[src/rtl/inst_loader_pkg.sv]
// Shared types and constants for the instruction-memory loader.
package inst_loader_pkg;

  localparam int unsigned WORD_W         = 32;
  localparam int unsigned BYTES_PER_WORD = 4;
  localparam int unsigned ADDR_W_DEFAULT = 6;

  typedef enum logic [1:0] {
    COLLECT = 2'd0,
    WRITE   = 2'd1,
    FULL    = 2'd2
  } state_t;

endpackage

[src/rtl/debounce_pulse.sv]
// Two-FF synchroniser, stability counter and rising-edge pulse for a bouncing push button.
module debounce_pulse #(
  parameter int unsigned DB_N = 21
) (
  input  logic clk,
  input  logic Rst,
  input  logic in,
  output logic level,
  output logic press
);

  logic            ff1;
  logic            ff2;
  logic            level_d;
  logic [DB_N-1:0] cnt;

  // Counter saturates at its MSB; the level only follows ff2 once it has been stable that long.
  always_ff @(posedge clk) begin
    if (Rst) begin
      ff1     <= 1'b0;
      ff2     <= 1'b0;
      cnt     <= '0;
      level   <= 1'b0;
      level_d <= 1'b0;
    end else begin
      ff1     <= in;
      ff2     <= ff1;
      level_d <= level;
      if (ff1 != ff2) begin
        cnt <= '0;
      end else if (!cnt[DB_N-1]) begin
        cnt <= cnt + DB_N'(1);
      end
      if (cnt[DB_N-1]) begin
        level <= ff2;
      end
    end
  end

  assign press = level & ~level_d;

endmodule

[src/rtl/inst_mem_loader.sv]
// Assembles 32-bit program words from debounced byte presses and writes them to instruction memory.
module inst_mem_loader
  import inst_loader_pkg::*;
#(
  parameter int unsigned DB_N   = 21,
  parameter int unsigned ADDR_W = ADDR_W_DEFAULT
) (
  input  logic              clk,
  input  logic              Rst,
  input  logic              Button,
  input  logic [7:0]        Sw,
  output logic              mem_we,
  output logic [ADDR_W-1:0] mem_addr,
  output logic [WORD_W-1:0] mem_din,
  output logic [1:0]        byte_idx,
  output logic [7:0]        LED,
  output logic              full
);

  state_t              state_q, state_d;
  logic [WORD_W-1:0]   word_q, word_d;
  logic [1:0]          idx_d;
  logic [7:0]          led_d;
  logic                we_d;
  logic [ADDR_W-1:0]   addr_d;
  logic                full_d;
  logic                db_level;
  logic                db_press;

  debounce_pulse #(.DB_N(DB_N)) u_debounce (
    .clk   (clk),
    .Rst   (Rst),
    .in    (Button),
    .level (db_level),
    .press (db_press)
  );

  always_ff @(posedge clk) begin
    if (Rst) begin
      state_q  <= COLLECT;
      word_q   <= '0;
      byte_idx <= '0;
      LED      <= '0;
      mem_we   <= 1'b0;
      mem_addr <= '0;
      full     <= 1'b0;
    end else begin
      state_q  <= state_d;
      word_q   <= word_d;
      byte_idx <= idx_d;
      LED      <= led_d;
      mem_we   <= we_d;
      mem_addr <= addr_d;
      full     <= full_d;
    end
  end

  // Next state and register updates; the write strobe defaults low so it lasts one cycle.
  always_comb begin
    state_d = state_q;
    word_d  = word_q;
    idx_d   = byte_idx;
    led_d   = LED;
    we_d    = 1'b0;
    addr_d  = mem_addr;
    full_d  = full;
    unique case (state_q)
      COLLECT: begin
        if (db_press && db_level) begin
          word_d[{byte_idx, 3'b000} +: 8] = Sw;
          led_d = Sw;
          if (byte_idx == 2'(BYTES_PER_WORD - 1)) begin
            idx_d   = '0;
            we_d    = 1'b1;
            state_d = WRITE;
          end else begin
            idx_d = byte_idx + 2'd1;
          end
        end
      end
      WRITE: begin
        if (&mem_addr) begin
          full_d  = 1'b1;
          state_d = FULL;
        end else begin
          addr_d  = mem_addr + ADDR_W'(1);
          state_d = COLLECT;
        end
      end
      FULL: begin
        state_d = FULL;
      end
      default: begin
        state_d = COLLECT;
      end
    endcase
  end

  assign mem_din = word_q;

endmodule

[config.mk]
export PLATFORM = sky130hd
export DESIGN_NAME = inst_mem_loader
export DESIGN_NICKNAME = d
export VERILOG_FILES = /design/src/rtl/inst_loader_pkg.sv /design/src/rtl/debounce_pulse.sv /design/src/rtl/inst_mem_loader.sv
export SDC_FILE = /design/constraint.sdc
export NUM_CORES = 1
export LEC_CHECK = 0
export CAP_MARGIN = 10
export CORE_ASPECT_RATIO = 0.5
export CORE_MARGIN = 3
export CORE_UTILIZATION = 37
export CTS_CLUSTER_SIZE = 12
export DETAILED_ROUTE_END_ITERATION = 8
export HOLD_SLACK_MARGIN = 0.12
export PLACE_DENSITY = 0.59
export SLEW_MARGIN = 20
export SYNTH_ARGS = -nofsm -noshare
export SYNTH_HDL_FRONTEND = slang
export SYNTH_SLANG_ARGS = --single-unit
[constraint.sdc]
create_clock -name clk -period 3.6 [get_ports clk]
set_input_delay 0.72 -clock clk [delete_from_list [all_inputs] [get_ports clk]]
set_output_delay 0.72 -clock clk [all_outputs]
set_load 0.005 [all_outputs]
==> results of run 1 <==
[critical path: cells and delay by family (launching register included)]
family / cells / cell delay (ns)
buffers and inverters: 1 / 0.15
AND/OR/NAND/NOR: 2 / 0.90
adder cells (fa/ha/maj): 1 / 0.40
AO/OA/AOI/OAI: 1 / 0.17
flip-flops: 1 / 0.57
[state kept, by name, indices dropped and copies added (netlist names)]
signal              flops
u_debounce.level_d      1
state_q                 2
LED                     8
u_debounce.cnt         21
mem_din                32
full                    1
mem_addr                6
u_debounce.level        1
byte_idx                2
u_debounce.ff2          1
u_debounce.ff1          1
mem_we                  1
[cells by family after synthesis]
kind of cell             after synthesis  share of synthesized area
buffers and inverters                 22                    0.02860
adder cells (fa/ha/maj)                8                    0.03177
XOR/XNOR                              14                    0.03892
flip-flops                            77                     0.4893
AND/OR/NAND/NOR                      171                     0.2788
multiplexers                           6                    0.01906
AO/OA/AOI/OAI                         61                     0.1136
[cell usage in the layout (no fill, tap or decap), types with 5 or more instances in the layout]
master / Yosys / layout
nand2_1: 54 / 54
ha_1: 8 / 8
nor2_1: 36 / 36
a21oi_1: 37 / 37
clkdlybuf4s50_1: 0 / 59
inv_1: 5 / 5
nand3_1: 28 / 28
clkbuf_16: 0 / 9
mux2i_1: 6 / 6
xnor2_1: 8 / 8
xor2_1: 6 / 6
nor2b_1: 5 / 5
or3_1: 5 / 5
a22oi_1: 14 / 14
nor3_1: 8 / 8
dfxtp_1: 77 / 77
[power breakdown]
group	internal [mW]	total [mW]	switching, mW
Combinational	0.0150	0.0429	0.0279
Sequential	0.856	0.860	0.00426
Clock	0.624	0.967	0.344
Total	1.49	1.87	0.376
[path summary, 6_finish.rpt]
kind	from	endpoint	slack, ns	depth (start not counted)
max	byte_idx[0]	mem_din[2]	1.33	5
min	mem_din[17]	mem_din[17]	0.45	2
min reg2reg	mem_din[17]	mem_din[17]	0.45	2
max reg2reg	byte_idx[0]	mem_din[2]	1.33	5
[area by class of cell]
| class | count | area share |
|---|---|---|
| well taps | 112 | 0.03379 |
| multi-input cells | 260 | 0.3662 |
| clock buffers | 10 | 0.05762 |
| repair buffers | 61 | 0.1454 |
| clock inverters | 6 | 0.02081 |
| flip-flops and latches | 77 | 0.3716 |
| inverters | 5 | 0.004525 |
[routing by layer]
metal  track usage  up-vias  share of wire
li1              -     1357              -
met1        0.1973     1273           0.46
met2        0.2552       70           0.47
met3       0.06732       16          0.048
met4       0.06816        0          0.019
met5             0        -              0
==> impl_metrics.tcl, run 1 <==
set metrics [dict create \
    grt.total_usage 0.1620 \
    globalRouteOverflowTotal 0 \
    cts.clk_slew.worst_paths_ns 0.06 \
    finalMaxSlewViolations 0 \
    place_inst 515 \
    htreeDepth 3 \
    vias 2716 \
    wirelength_mm 7.407 \
    drc_errors 0 \
    routed_via_density 5.115 \
    drt_iter0_drc 130 \
    setup_violations 0 \
    yosysUniqueCellTypes 42 \
    relSlewSlack 0.3159 \
    cts_setup_buffers 0 \
    grt_pass1_wl_mm 12.40 \
    die_y_um 71.25 \
    syn_area_per_cell_um2 8.776 \
    synth.top_cell.area_share 0.4893 \
    synth_seq_cells 77 \
    core_mm2 0.008144 \
    drive_gt1_frac 0.06205 \
    ys_seq_area_frac 0.4893 \
    die_w_um 136.5 \
    synth_common_cells "dfxtp_1, nand2_1, a21oi_1" \
    syn2layout_area_growth_pct 31.65 \
    post-synth-top-count-cell "dfxtp_1" \
    place_congestion 0.8200 \
    fin_ws_ns 1.334 \
    p_per_area_mw_per_mm2 450.8 \
    p_total_mw 1.870 \
    clock.fmax_ghz 0.4413 \
    syn_area_mm2 0.003151 \
    async_reset_ff_frac 0 \
    max-cap-violations 0 \
    die_area_mm2 0.009726 \
    path_cells "inv_1 > ha_1 > nor3_1 > nand3_1 > a21oi_1" \
    cts_resized 0 \
    grt_max_degree 61 \
    p_leak_nw 1.401 \
    clock_sinks 77 \
    holdBufCountCts 0 \
    clock_latency_ns 0.34 \
    cts-root-buf "clkbuf_16" \
    synth_ff_type "dfxtp_1" \
    diodes 0 \
    regArea_mm2 0.001541 \
    start_kind "flop" \
    period_needed_ns 2.266 \
    period_share 0.6294 \
    whs_ns 0.4528 \
    critPathKind "reg2reg" \
    fin_nets 433 \
    status "finished, final reports clean" \
    required_ns 3.86 \
    worstMarginPinSlew_ns 1.026 \
    antenna_found_initial 0 \
    yosysTopAreaCell "dfxtp_1" \
    row_count 23 \
    dp_hpwl_mm 5.125 \
    netlist_top_cells_area "dfxtp_1, nand2_1, a21oi_1" \
    portBuffers 60 \
    final_util 0.5093 \
    multi_input_area_mm2 0.001519 \
    cp-end-kind "flop" \
    stdcell_count 531 \
    preCtsSetupSlack_ns 1.381 \
    rsz0062_at_grt "false" \
    n_fill_cell 737 \
    skew_ns 0.002921 \
    hold_viol_final 0 \
    cts_inserted_buffers 9 \
    post_drt_wl_per_cell_um 13.95 \
    vdd_ir_drop_max_v 0.0002787 \
    cp_slowest_cell "nor3_1" \
    ys.warnings.count 0 \
    grt_pass1_vias 2651 \
    antenna_left 0 \
    slowest_delay_ns 0.73 \
    stdcell_area_mm2 0.004148 \
    hold_class "reg2reg" \
    synth_edf_count 0 \
    fin_tns_setup_ns 0 \
    syn_nets 378 \
    netlist_instances 359 \
    cp.arrival_ns 2.52 \
    cts_tree "built" \
    critical_path.max_fanout 12 \
    io-pin-count 61 \
    firstDrtPassIters 5 \
    clockBufferDepth 2 \
    dpl_cell_area_mm2 0.003822 \
    start_util 0.3868 \
]
No activity file was read; power rests on OpenSTA's default activity.
==> run 2: changes to the inputs <==
==> constraint.sdc (replaced) <==
create_clock -name clk -period 2.2 [get_ports clk]
set_input_delay 0.44 -clock clk [delete_from_list [all_inputs] [get_ports clk]]
set_output_delay 0.44 -clock clk [all_outputs]
set_load 0.005 [all_outputs]
==> run 2 against run 1 <==
Clock skew increased by 0.0058 ns; design area grew 1.3%; core utilization grew 0.65 points; sequential cell count unchanged; combinational power rose by 71%; power increased by 66%; global-route usage down 0.093 points; final cell count rose by 1.1%; setup slack worse by 0.99 ns; maximum frequency is 22% higher; via count up 0.37%; sequential power rose by 64%; critical path type unchanged; largest power group unchanged.
==> impl_metrics.tcl, run 2 (synthesis gave the netlist of run 1 again) <==
set metrics [dict create \
    status "finished, final reports clean" \
    io-pin-count 61 \
    cp-end-kind "flop" \
    relSlewSlack 0.6383 \
    clockBufferDepth 2 \
    cts_tree "built" \
    antenna_left 0 \
    dp_hpwl_mm 5.222 \
    row_count 23 \
    fin_ws_ns 0.3444 \
    critical_path.max_fanout 9 \
    drive_gt1_frac 0.07529 \
    core_mm2 0.008144 \
    skew_ns 0.008735 \
    place_congestion 0.8650 \
    n_fill_cell 769 \
    period_share 0.8435 \
    grt_pass1_wl_mm 12.45 \
    die_y_um 71.25 \
    period_needed_ns 1.856 \
    holdBufCountCts 0 \
    antenna_found_initial 0 \
    wirelength_mm 7.526 \
    final_util 0.5157 \
    stdcell_count 537 \
    p_leak_nw 1.432 \
    drc_errors 0 \
    diodes 0 \
    routed_via_density 5.076 \
    portBuffers 60 \
    final_cell_mix "dfxtp_1, clkdlybuf4s50_1, nand2_1, a21oi_1, nor2_1" \
    cts.clk_slew.worst_paths_ns 0.06 \
    setup_violations 0 \
    die_area_mm2 0.009726 \
    grt.total_usage 0.1611 \
    whs_ns 0.4504 \
    critPathKind "reg2reg" \
    max-cap-violations 0 \
    vias 2726 \
    clock.fmax_ghz 0.5389 \
    worstMarginPinSlew_ns 0.5376 \
    hold_viol_final 0 \
    cts_inserted_buffers 9 \
    r2r_cells 4 \
    drt_iter0_drc 144 \
    grt_max_degree 46 \
    fin_nets 439 \
    fin_tns_setup_ns 0 \
    rsz0062_at_grt "false" \
    clock_sinks 77 \
    vdd_ir_drop_max_v 0.0004021 \
    globalRouteOverflowTotal 0 \
    grt_pass1_vias 2598 \
    cts_setup_buffers 0 \
    syn2layout_area_growth_pct 33.32 \
    p_per_area_mw_per_mm2 739.6 \
    cts_resized 0 \
    firstDrtPassIters 4 \
    largest_reg_flops 32 \
    hold_class "reg2reg" \
    final_common_cell "dfxtp_1" \
    post_drt_wl_per_cell_um 14.01 \
    place_inst 521 \
    cts-root-buf "clkbuf_16" \
    required_ns 2.47 \
    preCtsSetupSlack_ns 0.3605 \
    finalMaxSlewViolations 0 \
    cp.arrival_ns 2.12 \
    htreeDepth 3 \
    start_kind "flop" \
    die_w_um 136.5 \
    start_util 0.3868 \
    clock_latency_ns 0.34 \
    hold_depth 2 \
]
-- run 2: cell types whose count changed in the layout (fill, tap and decap cells not counted), sizes merged --
cell | before | now
inv | 5 | 7
clkinv | 3 | 1
buf | 2 | 8
-- run 2: layout make-up --
type	instances	area [um^2]	share of cell area
Timing Repair Buffer	67	648.1	0.1543
Inverter	5	18.77	0.004468
Tap cell	112	140.1	0.03336
Multi-Input combinational cell	260	1519	0.3616
Sequential cell	77	1541	0.3670
Clock buffer	10	239.0	0.05690
Clock inverter	6	93.84	0.02234
-- run 2: report_power, final --
part	internal (mW)	switching, mW
Combinational	0.0257	0.0476
Sequential	1.40	0.00705
Clock	1.03	0.593
Total	2.46	0.648
-- run 2: path summary, 6_finish.rpt --
path / slack [ns] / from / to
max: 0.34 / u_debounce.cnt[20] / u_debounce.cnt[17]
min: 0.45 / mem_din[17] / mem_din[17]
max reg2reg: 0.34 / u_debounce.cnt[20] / u_debounce.cnt[17]
min reg2reg: 0.45 / mem_din[17] / mem_din[17]
-- run 2: layer usage --
| layer | GRT usage | share of wire |
|---|---|---|
| met1 | 0.2016 | 0.47 |
| met2 | 0.2606 | 0.47 |
| met3 | 0.05540 | 0.048 |
| met4 | 0.05810 | 0.012 |
| met5 | 0 | 0 |
-- run 2: worst max-delay path, cell delays in order, from the launching register on --
cell and delay, ns:
dfxtp_1 0.40, nand4b_4 0.24, or4_4 0.57, or4_1 0.42, a21oi_1 0.16
-- run 2: per-stage QoR --
stage | cell area (um^2) | power (mW)
global route | 4200 | 3.206
detailed placement | 3867 | 1.512
floorplan | 3151 | 1.471
global placement | 3867 | 1.510
CTS | 4200 | 3.147
finish | 4200 | 3.106
==> run 3: changes to the inputs <==
==> constraint.sdc (replaced) <==
create_clock -name clk -period 1.9 [get_ports clk]
set_input_delay 0.38 -clock clk [delete_from_list [all_inputs] [get_ports clk]]
set_output_delay 0.38 -clock clk [all_outputs]
set_load 0.005 [all_outputs]
==> run 3 against run 2 <==
Non-clock buffer count grew 5; power rose by 4.3%; maximum frequency up 7.2%; sequential cell count is the same; core utilization is 0.15 points lower; design area fell by 0.30%; highest routed layer unchanged; clock-buffer cell count stayed put; register-to-register slack got worse by 0.18 ns; combinational power is 18% higher; clock skew decreased by 0.0034 ns; sequential share of layout area grew 0.17 points; via count up 0.92%; critical endpoint is now u_debounce.cnt[19].
==> impl_metrics.tcl, run 3 (synthesis gave the netlist of run 1 again) <==
set metrics [dict create \
    final_cell_mix "dfxtp_1, clkdlybuf4s50_1, nand2_1, a21oi_1, nor2_1" \
    stdcell_count 540 \
    drt_iter0_drc 124 \
    cp-end-kind "flop" \
    cts.clk_slew.worst_paths_ns 0.06 \
    clock.fmax_ghz 0.5776 \
    vias 2751 \
    start_kind "flop" \
    cts_inserted_buffers 9 \
    path_cells "nand4b_4 > or4_4 > or4_1 > a21oi_1" \
    antenna_left 0 \
    dp_hpwl_mm 5.399 \
    htreeDepth 3 \
    syn2layout_area_growth_pct 32.92 \
    cp.buffers_inverters 0 \
    period_share 0.9112 \
    critPathKind "reg2reg" \
    rsz0062_at_grt "false" \
    largest_reg_flops 32 \
    core_mm2 0.008144 \
    row_count 23 \
    stdcell_area_mm2 0.004188 \
    crit_family "simple AND/OR/NAND/NOR gates" \
    grt_pass1_vias 2637 \
    final_util 0.5142 \
    grt_max_degree 46 \
    finalMaxSlewViolations 0 \
    place_inst 526 \
    slowest_delay_ns 0.57 \
    clockBufferDepth 2 \
    hold_class "in2reg" \
    cp.arrival_ns 1.99 \
    final_common_cell "dfxtp_1" \
    grt.total_usage 0.1631 \
    cts-root-buf "clkbuf_16" \
    globalRouteOverflowTotal 0 \
    required_ns 2.16 \
    drc_errors 0 \
    status "finished, final reports clean" \
    cts_setup_buffers 0 \
    p_per_area_mw_per_mm2 773.9 \
    critical_path.max_fanout 6 \
    skew_ns 0.005326 \
    relSlewSlack 0.7009 \
    clock_latency_ns 0.33 \
    io-pin-count 61 \
    routed_via_density 5.094 \
    cts_resized 0 \
    portBuffers 60 \
    cts_tree "built" \
    die_y_um 71.25 \
    wirelength_mm 7.617 \
    place_congestion 0.8743 \
    period_needed_ns 1.731 \
    die_area_mm2 0.009726 \
    dpl_cell_area_mm2 0.003918 \
    p_leak_nw 1.430 \
    worstMarginPinSlew_ns 0.4487 \
    n_fill_cell 789 \
    diodes 0 \
    post_drt_wl_per_cell_um 14.11 \
    setup_violations 0 \
    vdd_ir_drop_max_v 0.0003814 \
    drive_gt1_frac 0.09112 \
    antenna_found_initial 0 \
    clock_sinks 77 \
    start_util 0.3868 \
    cp_slowest_cell "or4_4" \
    die_w_um 136.5 \
    fin_nets 444 \
    grt_pass1_wl_mm 12.48 \
    fin_tns_setup_ns 0 \
    firstDrtPassIters 5 \
    hold_viol_final 0 \
    holdBufCountCts 0 \
    max-cap-violations 0 \
]
-- run 3: cell count changes in the layout (fill, tap and decap cells not counted) --
cell / change
dfxtp_1: -2
and3_1: -2
clkinv_2: +2
bufinv_16: -2
dfxtp_2: +2
buf_4: +4
and3_2: +2
buf_12: +1
inv_6: -2
-- run 3: worst paths after layout --
| kind | startpoint | end | slack [ns] | cells after the start |
|---|---|---|---|---|
| worst max-delay path | u_debounce.cnt[2] | u_debounce.cnt[19] | 0.17 | 4 |
| worst min-delay path | Rst | u_debounce.level | 0.39 | 2 |
| worst max register to register | u_debounce.cnt[2] | u_debounce.cnt[19] | 0.17 | 4 |
| worst min register to register | mem_din[19] | mem_din[19] | 0.45 | 2 |
-- run 3: layout make-up --
| type | count | area [um^2] | share of cell area |
|---|---|---|---|
| sequential | 77 | 1544 | 0.3687 |
| clock buffer | 10 | 239.0 | 0.05707 |
| inverter | 5 | 18.77 | 0.004482 |
| tap | 112 | 140.1 | 0.03346 |
| timing repair buffer | 72 | 698.2 | 0.1667 |
| multi-input combinational | 260 | 1521 | 0.3633 |
| clock inverter | 4 | 26.28 | 0.006274 |
-- run 3: metal layers --
metal,GRT usage,part of all wire
met5,0,0
met4,0.04916,0.0096
met3,0.05610,0.053
met2,0.2743,0.49
met1,0.1995,0.45
-- run 3: per-stage QoR --
step / hold WS [ns] / power [mW] / worst slack [ns]
CTS: 0.3812 / 3.295 / 0.1015
global route: 0.4013 / 3.373 / 0.02888
floorplan: 0.4472 / 1.703 / 0.02566
detailed placement: 0.4421 / 1.752 / 0.1049
global placement: 0.4431 / 1.748 / 0.1826
finish: 0.3874 / 3.241 / 0.1686
-- run 3: report_power, final --
group	internal (mW)	switching, mW
clock	0.901	0.623
sequential	1.62	0.00778
combinational	0.0305	0.0561
